--- config.mk ---
export PLATFORM = sky130hd
export DESIGN_NAME = otter_lsu
export DESIGN_NICKNAME = d
export VERILOG_FILES = /design/src/rtl/otter_lsu_pkg.sv /design/src/rtl/otter_lsu_align.sv /design/src/rtl/otter_lsu.sv
export SDC_FILE = /design/constraint.sdc
export NUM_CORES = 1
export LEC_CHECK = 0
export CORE_ASPECT_RATIO = 0.75
export CORE_MARGIN = 2
export CORE_UTILIZATION = 46
export CTS_BUF_LIST = sky130_fd_sc_hd__clkbuf_2 sky130_fd_sc_hd__clkbuf_4 sky130_fd_sc_hd__clkbuf_8
export CTS_CLUSTER_SIZE = 10
export DETAILED_ROUTE_END_ITERATION = 7
export GPL_TIMING_DRIVEN = 0
export PLACE_DENSITY = 0.81
export SLEW_MARGIN = 20
export SYNTH_ARGS = -nofsm -noshare
export SYNTH_HDL_FRONTEND = slang
export SYNTH_SLANG_ARGS = --single-unit
--- constraint.sdc ---
create_clock -name CLK -period 4.46 [get_ports CLK]
set_input_delay 1.115 -clock CLK [delete_from_list [all_inputs] [get_ports CLK]]
set_output_delay 1.115 -clock CLK [all_outputs]
set_load 0.01 [all_outputs]
--- src/rtl/otter_lsu_pkg.sv ---
// otter_lsu shared types and constants.
// FSM states, access sizes and IO window base.
package otter_lsu_pkg;

  typedef enum logic [2:0] {
    IDLE,
    RD_WAIT,
    RD_HI,
    RD_MERGE,
    WR_BYTES
  } lsu_state_t;

  localparam logic [1:0] SZ_BYTE = 2'd0;
  localparam logic [1:0] SZ_HALF = 2'd1;
  localparam logic [1:0] SZ_WORD = 2'd2;
  localparam logic [1:0] SZ_ILL  = 2'd3;

  localparam logic [31:0] IO_BASE_DEF = 32'h11000000;

endpackage

--- src/rtl/otter_lsu_align.sv ---
// otter_lsu misaligned read merge.
// Extracts a half/word from two adjacent words.
module otter_lsu_align
  import otter_lsu_pkg::*;
(
  input  logic [31:0] lo_i,
  input  logic [31:0] hi_i,
  input  logic [1:0]  off_i,
  input  logic [1:0]  size_i,
  input  logic        zext_i,
  output logic [31:0] data_o
);

  logic [31:0] sh;

  // shift the 64-bit pair down by the byte offset, then extend halves
  always_comb begin
    sh = 32'({hi_i, lo_i} >> {off_i, 3'b000});
    data_o = sh;
    if (size_i == SZ_HALF) begin
      if (zext_i)
        data_o = {16'h0000, sh[15:0]};
      else
        data_o = {{16{sh[15]}}, sh[15:0]};
    end
  end

endmodule

--- src/rtl/otter_lsu.sv ---
// otter_lsu load/store unit.
// Splits misaligned accesses for the data port.
module otter_lsu
  import otter_lsu_pkg::*;
#(
  parameter logic [31:0] IO_BASE = IO_BASE_DEF
) (
  input  logic        CLK,
  input  logic        RST,
  input  logic        REQ,
  input  logic        WE,
  input  logic [31:0] ADDR,
  input  logic [31:0] WDATA,
  input  logic [1:0]  SIZE,
  input  logic        SIGN,
  output logic        BUSY,
  output logic        DONE,
  output logic [31:0] RDATA,
  output logic        ERR,
  output logic [31:0] MEM_ADDR2,
  output logic [31:0] MEM_DIN2,
  output logic        MEM_WRITE2,
  output logic        MEM_READ2,
  output logic [1:0]  MEM_SIZE,
  output logic        MEM_SIGN,
  input  logic [31:0] MEM_DOUT2
);

  lsu_state_t  state_q, state_d;
  logic [31:0] addr_q, wdata_q;
  logic [31:0] lo_q, lo_d;
  logic [31:0] rdata_q, rdata_d;
  logic [1:0]  size_q;
  logic [1:0]  cnt_q, cnt_d;
  logic        sign_q;
  logic        done_q, done_d;
  logic        err_q, err_d;

  logic        accept;
  logic        mis;
  logic        last;
  logic [31:0] base;
  logic [31:0] merged;
  logic [7:0]  wbyte;

  // RST gates acceptance so strobes stay low while reset is held
  assign accept = REQ && (state_q == IDLE) && !RST;
  assign mis = ((SIZE == SZ_HALF && ADDR[1:0] == 2'b11) ||
                (SIZE == SZ_WORD && ADDR[1:0] != 2'b00)) &&
               (ADDR < IO_BASE);
  assign base  = {addr_q[31:2], 2'b00};
  assign last  = (size_q == SZ_HALF) ? (cnt_q == 2'd1)
                                     : (cnt_q == 2'd3);
  assign wbyte = 8'(wdata_q >> {cnt_q, 3'b000});

  otter_lsu_align u_align (
    .lo_i   (lo_q),
    .hi_i   (MEM_DOUT2),
    .off_i  (addr_q[1:0]),
    .size_i (size_q),
    .zext_i (sign_q),
    .data_o (merged)
  );

  assign BUSY  = (state_q != IDLE);
  assign DONE  = done_q;
  assign ERR   = err_q;
  assign RDATA = rdata_q;

  // next state and memory port drive
  always_comb begin
    state_d    = state_q;
    cnt_d      = cnt_q;
    lo_d       = lo_q;
    rdata_d    = rdata_q;
    done_d     = 1'b0;
    err_d      = 1'b0;
    MEM_ADDR2  = 32'h0;
    MEM_DIN2   = 32'h0;
    MEM_WRITE2 = 1'b0;
    MEM_READ2  = 1'b0;
    MEM_SIZE   = SZ_BYTE;
    MEM_SIGN   = 1'b0;
    unique case (state_q)
      IDLE: begin
        if (accept) begin
          if (SIZE == SZ_ILL) begin
            done_d = 1'b1;
            err_d  = 1'b1;
          end else if (WE) begin
            MEM_WRITE2 = 1'b1;
            MEM_ADDR2  = ADDR;
            MEM_SIGN   = SIGN;
            if (mis) begin
              MEM_SIZE = SZ_BYTE;
              MEM_DIN2 = {24'h0, WDATA[7:0]};
              cnt_d    = 2'd1;
              state_d  = WR_BYTES;
            end else begin
              MEM_SIZE = SIZE;
              MEM_DIN2 = WDATA;
              done_d   = 1'b1;
            end
          end else begin
            MEM_READ2 = 1'b1;
            if (mis) begin
              MEM_ADDR2 = {ADDR[31:2], 2'b00};
              MEM_SIZE  = SZ_WORD;
              state_d   = RD_HI;
            end else begin
              MEM_ADDR2 = ADDR;
              MEM_SIZE  = SIZE;
              MEM_SIGN  = SIGN;
              state_d   = RD_WAIT;
            end
          end
        end
      end
      RD_WAIT: begin
        rdata_d = MEM_DOUT2;
        done_d  = 1'b1;
        state_d = IDLE;
      end
      RD_HI: begin
        lo_d      = MEM_DOUT2;
        MEM_READ2 = 1'b1;
        MEM_ADDR2 = base + 32'd4;
        MEM_SIZE  = SZ_WORD;
        state_d   = RD_MERGE;
      end
      RD_MERGE: begin
        rdata_d = merged;
        done_d  = 1'b1;
        state_d = IDLE;
      end
      WR_BYTES: begin
        MEM_WRITE2 = 1'b1;
        MEM_ADDR2  = addr_q + {30'h0, cnt_q};
        MEM_SIZE   = SZ_BYTE;
        MEM_DIN2   = {24'h0, wbyte};
        if (last) begin
          done_d  = 1'b1;
          cnt_d   = 2'd0;
          state_d = IDLE;
        end else begin
          cnt_d = cnt_q + 2'd1;
        end
      end
      default: state_d = IDLE;
    endcase
  end

  // state, result and progress registers
  always_ff @(posedge CLK or posedge RST) begin
    if (RST) begin
      state_q <= IDLE;
      cnt_q   <= 2'd0;
      lo_q    <= 32'h0;
      rdata_q <= 32'h0;
      done_q  <= 1'b0;
      err_q   <= 1'b0;
    end else begin
      state_q <= state_d;
      cnt_q   <= cnt_d;
      lo_q    <= lo_d;
      rdata_q <= rdata_d;
      done_q  <= done_d;
      err_q   <= err_d;
    end
  end

  // request capture at acceptance
  always_ff @(posedge CLK or posedge RST) begin
    if (RST) begin
      addr_q  <= 32'h0;
      wdata_q <= 32'h0;
      size_q  <= 2'd0;
      sign_q  <= 1'b0;
    end else if (accept) begin
      addr_q  <= ADDR;
      wdata_q <= WDATA;
      size_q  <= SIZE;
      sign_q  <= SIGN;
    end
  end

endmodule

After elaboration in Yosys (flattened, before gate mapping)
Index checks and enable logic that the tools add are counted.
{ "op_classes": {"add_sub_neg": 3, "n_lt_le_gt_ge": 1, "shift": 2, "reduce_logical": 15, "muxes": 55, "eq_ne": 17} }
{ "ops": {"columns": ["cell", "n"], "rows": [
  ["two-way mux 32 bit", 8],
  ["one-hot mux 32 bit (2 select lines)", 2],
  ["one-hot mux 32 bit (3 select lines)", 1],
  ["right shift 64 x 5 -> 32 bit", 1],
  ["adder 32 x 2 -> 32 bit", 1],
  ["adder 32 x 3 -> 32 bit (second input constant)", 1],
  ["< comparator 32 x 29 -> 1 bit (second input constant)", 1],
  ["right shift 32 x 5 -> 8 bit", 1],
  ["two-way mux 2 bit", 13],
  ["two-way mux 1 bit", 20],
  ["two-way mux 3 bit", 5],
  ["!= test 2 bit (second input constant)", 5],
  ["one-hot mux 3 bit (3 select lines)", 1],
  ["== test 2 bit (second input constant)", 4],
  ["one-hot mux 2 bit (2 select lines)", 2],
  ["== test 2 x 1 -> 1 bit (second input constant)", 3],
  ["== test 3 x 2 -> 1 bit (second input constant)", 2],
  ["nonzero test 2 bit", 3],
  ["logical AND 1 bit", 5],
  ["AND reduction 5 bit", 1],
  ["one-hot mux 1 bit (2 select lines)", 2],
  ["AND reduction 4 bit", 1],
  ["== test 3 x 1 -> 1 bit (second input constant)", 1],
  ["== test 3 bit (second input constant)", 1],
  ["8 further kinds", 8]
]} }
{ "totals": {"register_bits": 138, "input_bits": 103} }

Longest topological paths before layout
Gate-level depths: netlist (run 1).
{ "logic_depth": {"depth_word": 9, "mapped_depth": 10, "ltp_nobuf": 7} }

Cells and area by module
Synthesis (run 1) repeated with hierarchy kept, for this count alone.
{ "unflattened": {"cells_unflattened": 949, "hier_area_um2": 8209.1} }
{ "by_module_without_submodules": {"columns": ["mod", "instances", "cells_per_inst", "area_each_um2", "seq_area_each_um2"], "rows": [
  ["otter_lsu", 1, 869, 7305.8, 3453.3],
  ["otter_lsu_align", 1, 80, 903.4, 0.0]
]} }

Worst setup path after synthesis (run 1)
OpenSTA, ideal clock, no wires.
{ "synth_timing": {"path_kind": "input to register", "from": "input port RST", "to": "register addr_q[13]", "required_time_ns": 4.341, "t_arrival_ns": 5.320, "path_stages": 5, "slack_ns": -0.978, "setup_time_ns": 0.119, "path_cell_list": "inv_1 -> nand3_1 -> clkbuf_1 -> nand2_1 -> nand2_1"} }
{ "synth_via": {"elab_chain_cells": 2} }
{ "synth_rtl": {"columns": ["element", "line_no", "rtl"], "rows": [
  ["from (decl)", "otter_lsu.sv:9", "input logic RST,"],
  ["logical NOT 1 bit (no line)", null, null],
  ["logical AND 1 bit", "otter_lsu.sv:47", "assign accept = REQ && (state_q == IDLE) && !RST;"],
  ["to (signal assigned)", "otter_lsu.sv:175", "addr_q <= 32'h0;"],
  ["to (signal assigned)", "otter_lsu.sv:180", "addr_q <= ADDR;"],
  ["to (decl)", "otter_lsu.sv:30", "logic [31:0] addr_q, wdata_q;"]
]} }
No other way between the ends.
A chain may end at the register's enable or synchronous reset.

Final worst setup path (run 1)
{ "layout_timing": {"from": "input port SIZE[0]", "to": "output port MEM_ADDR2[1]"} }
{ "layout_via": {"elab_chain_cells": 9} }
{ "layout_rtl": {"columns": ["element", "line_no", "rtl"], "rows": [
  ["from (decl)", "otter_lsu.sv:14", "input logic [1:0] SIZE,"],
  ["== test 2 x 1 -> 1 bit or == test 2 bit (tied branches)", "otter_lsu.sv:48, otter_lsu.sv:49", null],
  ["logical AND 1 bit (on tied branches)", "otter_lsu.sv:48, otter_lsu.sv:49", null],
  ["logical OR 1 bit", "otter_lsu.sv:48", "assign mis = ((SIZE == SZ_HALF && ADDR[1:0] == 2'b11) ||"],
  ["logical AND 1 bit", "otter_lsu.sv:49", "(SIZE == SZ_WORD && ADDR[1:0] != 2'b00)) &&"],
  ["two-way mux 2 bit", "otter_lsu.sv:106", "if (mis) begin"],
  ["two-way mux 2 bit", "otter_lsu.sv:90", "end else if (WE) begin"],
  ["two-way mux 32 bit *", "otter_lsu.sv:87", "if (SIZE == SZ_ILL) begin"],
  ["two-way mux 32 bit *", "otter_lsu.sv:86", "if (accept) begin"],
  ["one-hot mux 32 bit (3 select lines) *", "otter_lsu.sv:84", "unique case (state_q)"],
  ["to (decl)", "otter_lsu.sv:20", "output logic [31:0] MEM_ADDR2,"]
]} }
Mark *: on every way between the ends. The rest lies on a longest branch, timed or not.

==> metrics, run 1 <==
syn avg cell area 8.75 µm²; Yosys reg bits 138; WL per Instance 19.7 µm; reg2reg path depth 7; crit-path max FO 10; nets@finish 1275; CP Capture Type primary output; P_leak 4.92 nW; post-synthesis async set-or-reset flop share 100%; # diodes 0; setup_tns 0 ps; CP Class input pin to primary output; Synth Warn # 0; Num CTS Buffers 17; arrival time worst endpoint 3330 ps; area delta synth->final 39.1%; Seq/Total Area, Yosys 42.5%; largest cells by area after synthesis dfrtp_1 43%, nand2_1 16%, mux4_2 11%, nor2_1 3.1%, mux2i_1 2.1%; CTS H-tree depth 4; core area 17400 µm²; Final Util 64.7%; GRT Total Usage 30.0%; Hold Path Depth 2; number of max-cap violations 0; CTS Buffer Depth 2; startpoint types input pin; initial antenna violation count 0; Post-DP HPWL 20.5 mm; Final Cycle Share 99.7%; Root Driver clkbuf_8; count leader, synth nand2_1; ys flop type dfrtp_1; Die Ht 119 µm; EDFF count, synth 0; RePlAce Congestion 0.934; IO buf count 206; Vias/cell 5.85; initial drt markers 1080; CTS Sinks 138; Critical Path RT 3350 ps; global-route wire length before repair 43.0 mm; Cell Rows 42; class of the worst hold path flip-flop to flip-flop; DRT Wirelength 28.0 mm; Setup Skew 13.0 ps; pwr dens 471 nW/µm²; antenna viol nets, final 0; peak supply drop 0.000222 V; layout cells sized above 1 13.3%; cell taking the most area after synthesis dfrtp_1; WHS 479 ps; status finished, final reports clean; Residual DRC 0; synthesized cell area 8120 µm²; fmax 225 MHz; total gr overflow 0; worst-skew pair later-pin latency 470 ps; endpoints failing hold 0; clock-pin slew on the worst setup and hold paths 80 ps; top-area cell type share of the netlist area 42.5%; Mapped Cells 928; vias 8319; vias in the first global route 7926; Boundary Pins 207; setup slack after layout 11.7 ps; Initial Util 46.5%; pre-CTS setup slack -680 ps; count of cell types in the netlist 69; Die X-Extent 157 µm; TritonCTS clock tree built; min cycle time layout 4450 ps; Synthesized Nets 1035; Worst-Margin Slew 874 ps; headroom to the max-slew limit 41.5%; max-slew violation count 0; die area 18700 µm²; largest net degree at the start of global routing 35; drt first pass iters 8; Synth top cells by count 338 x nand2_1, 138 x dfrtp_1, 66 x nor2_1; # setup viols final 0
layer usage:
metal	global-route usage, %	part of all wire (%)	vias up
met5	0	0	-
met4	9.94	2.4	0
met3	9.35	11	63
met2	43.9	45	519
met1	42.5	42	4000
li1	-	-	3737
path summary, 6_finish.rpt:
check | startpoint | endpoint | slack (ps)
min in group asynchronous | RST | lo_q[11] | 1180
max in group asynchronous | RST | addr_q[2] | 2560
worst min register to register | wdata_q[13] | wdata_q[13] | 480
worst max register to register | state_q[0] | lo_q[22] | 2180
worst min-delay path | wdata_q[13] | wdata_q[13] | 480
worst max-delay path | SIZE[0] | MEM_ADDR2[1] | 10
flip-flops by register name, summed over array words and instances, names as in the netlist:
name	flops
ERR	1
cnt_q	2
sign_q	1
lo_q	32
state_q	3
RDATA	32
wdata_q	32
addr_q	32
size_q	2
DONE	1
cell type report:
cell class                 count  area [µm²]
tap                          242         303
inverter                      10        41.3
buffer                        68         372
fill                        1436        6150
sequential                   138        3460
timing repair buffer         224        2290
clock inverter                14         166
clock buffer                  18         241
multi-input combinational    709        4420
cell families after synthesis:
logic type / synth area share [%]
fa+ha+maj: 0.709
flops: 42.5
buf+inv: 4.44
xor+xnor: 0.216
simple gates: 26.2
compound gates: 13.0
mux: 12.9
timing repair:
item,CTS,global route
setup endpoints to repair,69,49
hold buffers,0,0
resized for setup,35,30
buffers inserted,3,10
pin swaps,3,6
stage by stage:
step / area [µm²] / cells / total power, mW
2_1_floorplan: 8120 / 928 / 3.24
3_3_place_gp: 10500 / 1376 / 4.08
3_5_place_dp: 10600 / 1381 / 4.15
4_1_cts: 11100 / 1413 / 5.25
5_1_grt: 11300 / 1423 / 5.63
6_report: 11300 / 1423 / 5.32
worst max-delay path, stage by stage:
cell,delay [ps]
dlygate4sd2_1,370
a2111o_1,570
nor2_4,180
buf_4,210
nand2_1,80
o22ai_1,220
clkdlybuf4s50_1,590
where the power goes:
| part | leakage, nW | internal (mW) | switching, mW | total, mW |
|---|---|---|---|---|
| Combinational | 3.12 | 1.12 | 1.09 | 2.20 |
| Clock | 0.204 | 0.517 | 0.553 | 1.07 |
| Sequential | 1.59 | 1.67 | 0.374 | 2.04 |
cell usage in the layout, fill, tap and decap left out, types with 6 or more instances in the layout:
master and count:
and3_1 15, mux2i_1 17, o211ai_1 8, clkdlybuf4s50_1 199, clkinv_4 7, nand3_1 11
nand4_1 9, inv_1 9, a21oi_1 28, nor3_1 13, buf_4 21, a22o_1 7
o21ai_0 24, nand2_1 337, dfrtp_1 136, o31ai_1 6, nor2_1 63, buf_2 10
clkbuf_8 17, a221oi_1 16, o22ai_1 13, clkbuf_1 32, mux4_2 38
(Power assumes the default switching activity.)
==> inputs of run 2 (changes only) <==
Settings changed: CELL_PAD_IN_SITES_DETAIL_PLACEMENT set to 2, CELL_PAD_IN_SITES_GLOBAL_PLACEMENT set to 2, CORE_UTILIZATION 46 to 27.
==> run 2 against run 1 <==
  * Sequential power hardly changed
  * Highest routed layer unchanged
  * Via count is 1.3% higher
  * Clock power is 4% higher
  * Critical path type unchanged
==> metrics, run 2 (synthesis gave the netlist of run 1 again) <==
Vias/cell 5.35 (was 5.85); startpoint types input pin (unchanged); vias in the first global route 9145 (was 7926); CP Class input pin to primary output (unchanged); Final Cycle Share 99.6% (was 99.7%); TritonCTS clock tree built (unchanged); DRT Wirelength 37.1 mm (was 28.0 mm); CTS Sinks 138 (unchanged); CTS H-tree depth 4 (unchanged); WL per Instance 23.5 µm (was 19.7 µm); WHS 479 ps (about the same); Root Driver clkbuf_8 (unchanged); pre-CTS setup slack -1010 ps (was -680 ps); antenna viol nets, final 0 (unchanged); Worst-Margin Slew 873 ps (was 874 ps); status finished, final reports clean (unchanged); global-route wire length before repair 57.0 mm (was 43.0 mm); P_leak 5.12 nW (was 4.92 nW); endpoints failing hold 0 (unchanged); Multi-input gate area 4490 µm² (was 4420 µm²); Boundary Pins 207 (unchanged); max-slew violation count 0 (unchanged); largest net degree at the start of global routing 32 (was 35); Buf/Inv on CP 4 (was 3); layout cells sized above 1 14.5% (was 13.3%); crit-path cells clkdlybuf4s50_1 > nand2b_2 > nor2_2 > buf_6 > buf_6 > nand2_1 > o21ai_1 > clkdlybuf4s50_1 (was dlygate4sd2_1 > a2111o_1 > nor2_4 > buf_4 > nand2_1 > o22ai_1 > clkdlybuf4s50_1); crit-path leading delay family buffers and inverters (unchanged); fillcell total 3237 (was 1436); drt first pass iters 4 (was 8); fmax 225 MHz (about the same); most common cell after layout, fill and taps aside nand2_1 (unchanged); crit-path max FO 10 (unchanged); pwr dens 475 nW/µm² (was 471 nW/µm²); CTS Buffer Depth 2 (unchanged); Storage cell area 3450 µm² (was 3460 µm²); peak supply drop 0.000178 V (was 0.000222 V); arrival time worst endpoint 3330 ps (about the same); total gr overflow 0 (unchanged); Critical Path RT 3350 ps (about the same); # diodes 0 (unchanged); CP max-delay cell clkdlybuf4s50_1 (unchanged); Cell Rows 54 (was 42); vias 8431 (was 8319); initial drt markers 577 (was 1080); Initial Util 27.7% (was 46.5%); area delta synth->final 42.7% (was 39.1%); most frequent cells in the layout 334 x nand2_1, 184 x clkdlybuf4s50_1, 137 x dfrtp_1 (was 337 x nand2_1, 199 x clkdlybuf4s50_1, 136 x dfrtp_1); Post-DP HPWL 27.6 mm (was 20.5 mm); setup slack after layout 17.7 ps (was 11.7 ps); Die X-Extent 204 µm (was 157 µm); worst-skew pair later-pin latency 490 ps (was 470 ps); Num CTS Buffers 17 (unchanged); Die Ht 154 µm (was 119 µm); IO buf count 206 (unchanged); clock-pin slew on the worst setup and hold paths 90 ps (was 80 ps); # setup viols final 0 (unchanged); CP Capture Type primary output (unchanged); core area 29300 µm² (was 17400 µm²); min cycle time layout 4440 ps (was 4450 ps); die area 31500 µm² (was 18700 µm²); number of max-cap violations 0 (unchanged); GRT Total Usage 23.9% (was 30.0%); initial antenna violation count 0 (unchanged); Setup Skew 17.4 ps (was 13.0 ps); headroom to the max-slew limit 41.8% (was 41.5%); class of the worst hold path flip-flop to flip-flop (unchanged); RePlAce Congestion 0.856 (was 0.934); setup_tns 0 ps (unchanged); nets@finish 1278 (was 1275); crit-path max cell delay 600 ps (was 590 ps); Residual DRC 0 (unchanged)
-- run 2: final timing paths --
kind	end	depth (start not counted)	slack (ps)	from
min reg2reg	wdata_q[22]	2	480	wdata_q[22]
max reg2reg	lo_q[19]	6	2140	state_q[0]
max	MEM_ADDR2[6]	8	20	RST
min	wdata_q[22]	2	480	wdata_q[22]
min in group asynchronous	state_q[0]	2	1110	RST
max in group asynchronous	RDATA[15]	4	2630	RST
-- run 2: layout make-up --
cell class              count  area share, %
clock buffers              18           2.14
clock inverters            14           1.29
repair buffers            227           20.0
flip-flops and latches    138           29.8
inverters                  10          0.357
well taps                 392           4.24
multi-input cells         709           38.8
plain buffers              68           3.38
-- run 2: stage by stage --
step | instance area [µm²] | power, mW | utilization, % | cells
after floorplan | 8120 | 3.24 | - | 928
after global placement | 10700 | 4.17 | 36.4 | 1526
after detailed placement | 10800 | 4.30 | 36.8 | 1531
after CTS | 11400 | 5.49 | 38.9 | 1568
after global routing | 11600 | 5.83 | 39.5 | 1576
final | 11600 | 5.50 | 39.5 | 1576
-- run 2: worst register-to-register path, delay by kind of cell (launching register included) --
kind                   cells  cell delay (ps)
AND/OR/NAND/NOR            3              440
buffers and inverters      3             1250
flip-flops                 1              580
-- run 2: report_power, final --
group	internal, mW	switching [mW]
Clock	0.479	0.629
Combinational	1.12	1.20
Sequential	1.67	0.402
-- run 2: repair_timing --
action / 4_1_cts / 5_1_grt
resized for setup: 68 / 35
hold buffers: 0 / 0
pin swaps: 6 / 5
setup endpoints to repair: 69 / 57
buffers inserted: 7 / 9
gates cloned: 0 / 0
-- run 2: metal layers --
layer	global-route usage [%]	vias to the layer above	part of all wire, %
li1	-	3736	-
met1	33.6	4397	46
met2	37.9	258	48
met3	4.07	40	4.9
met4	6.25	0	1.7
met5	0	-	0
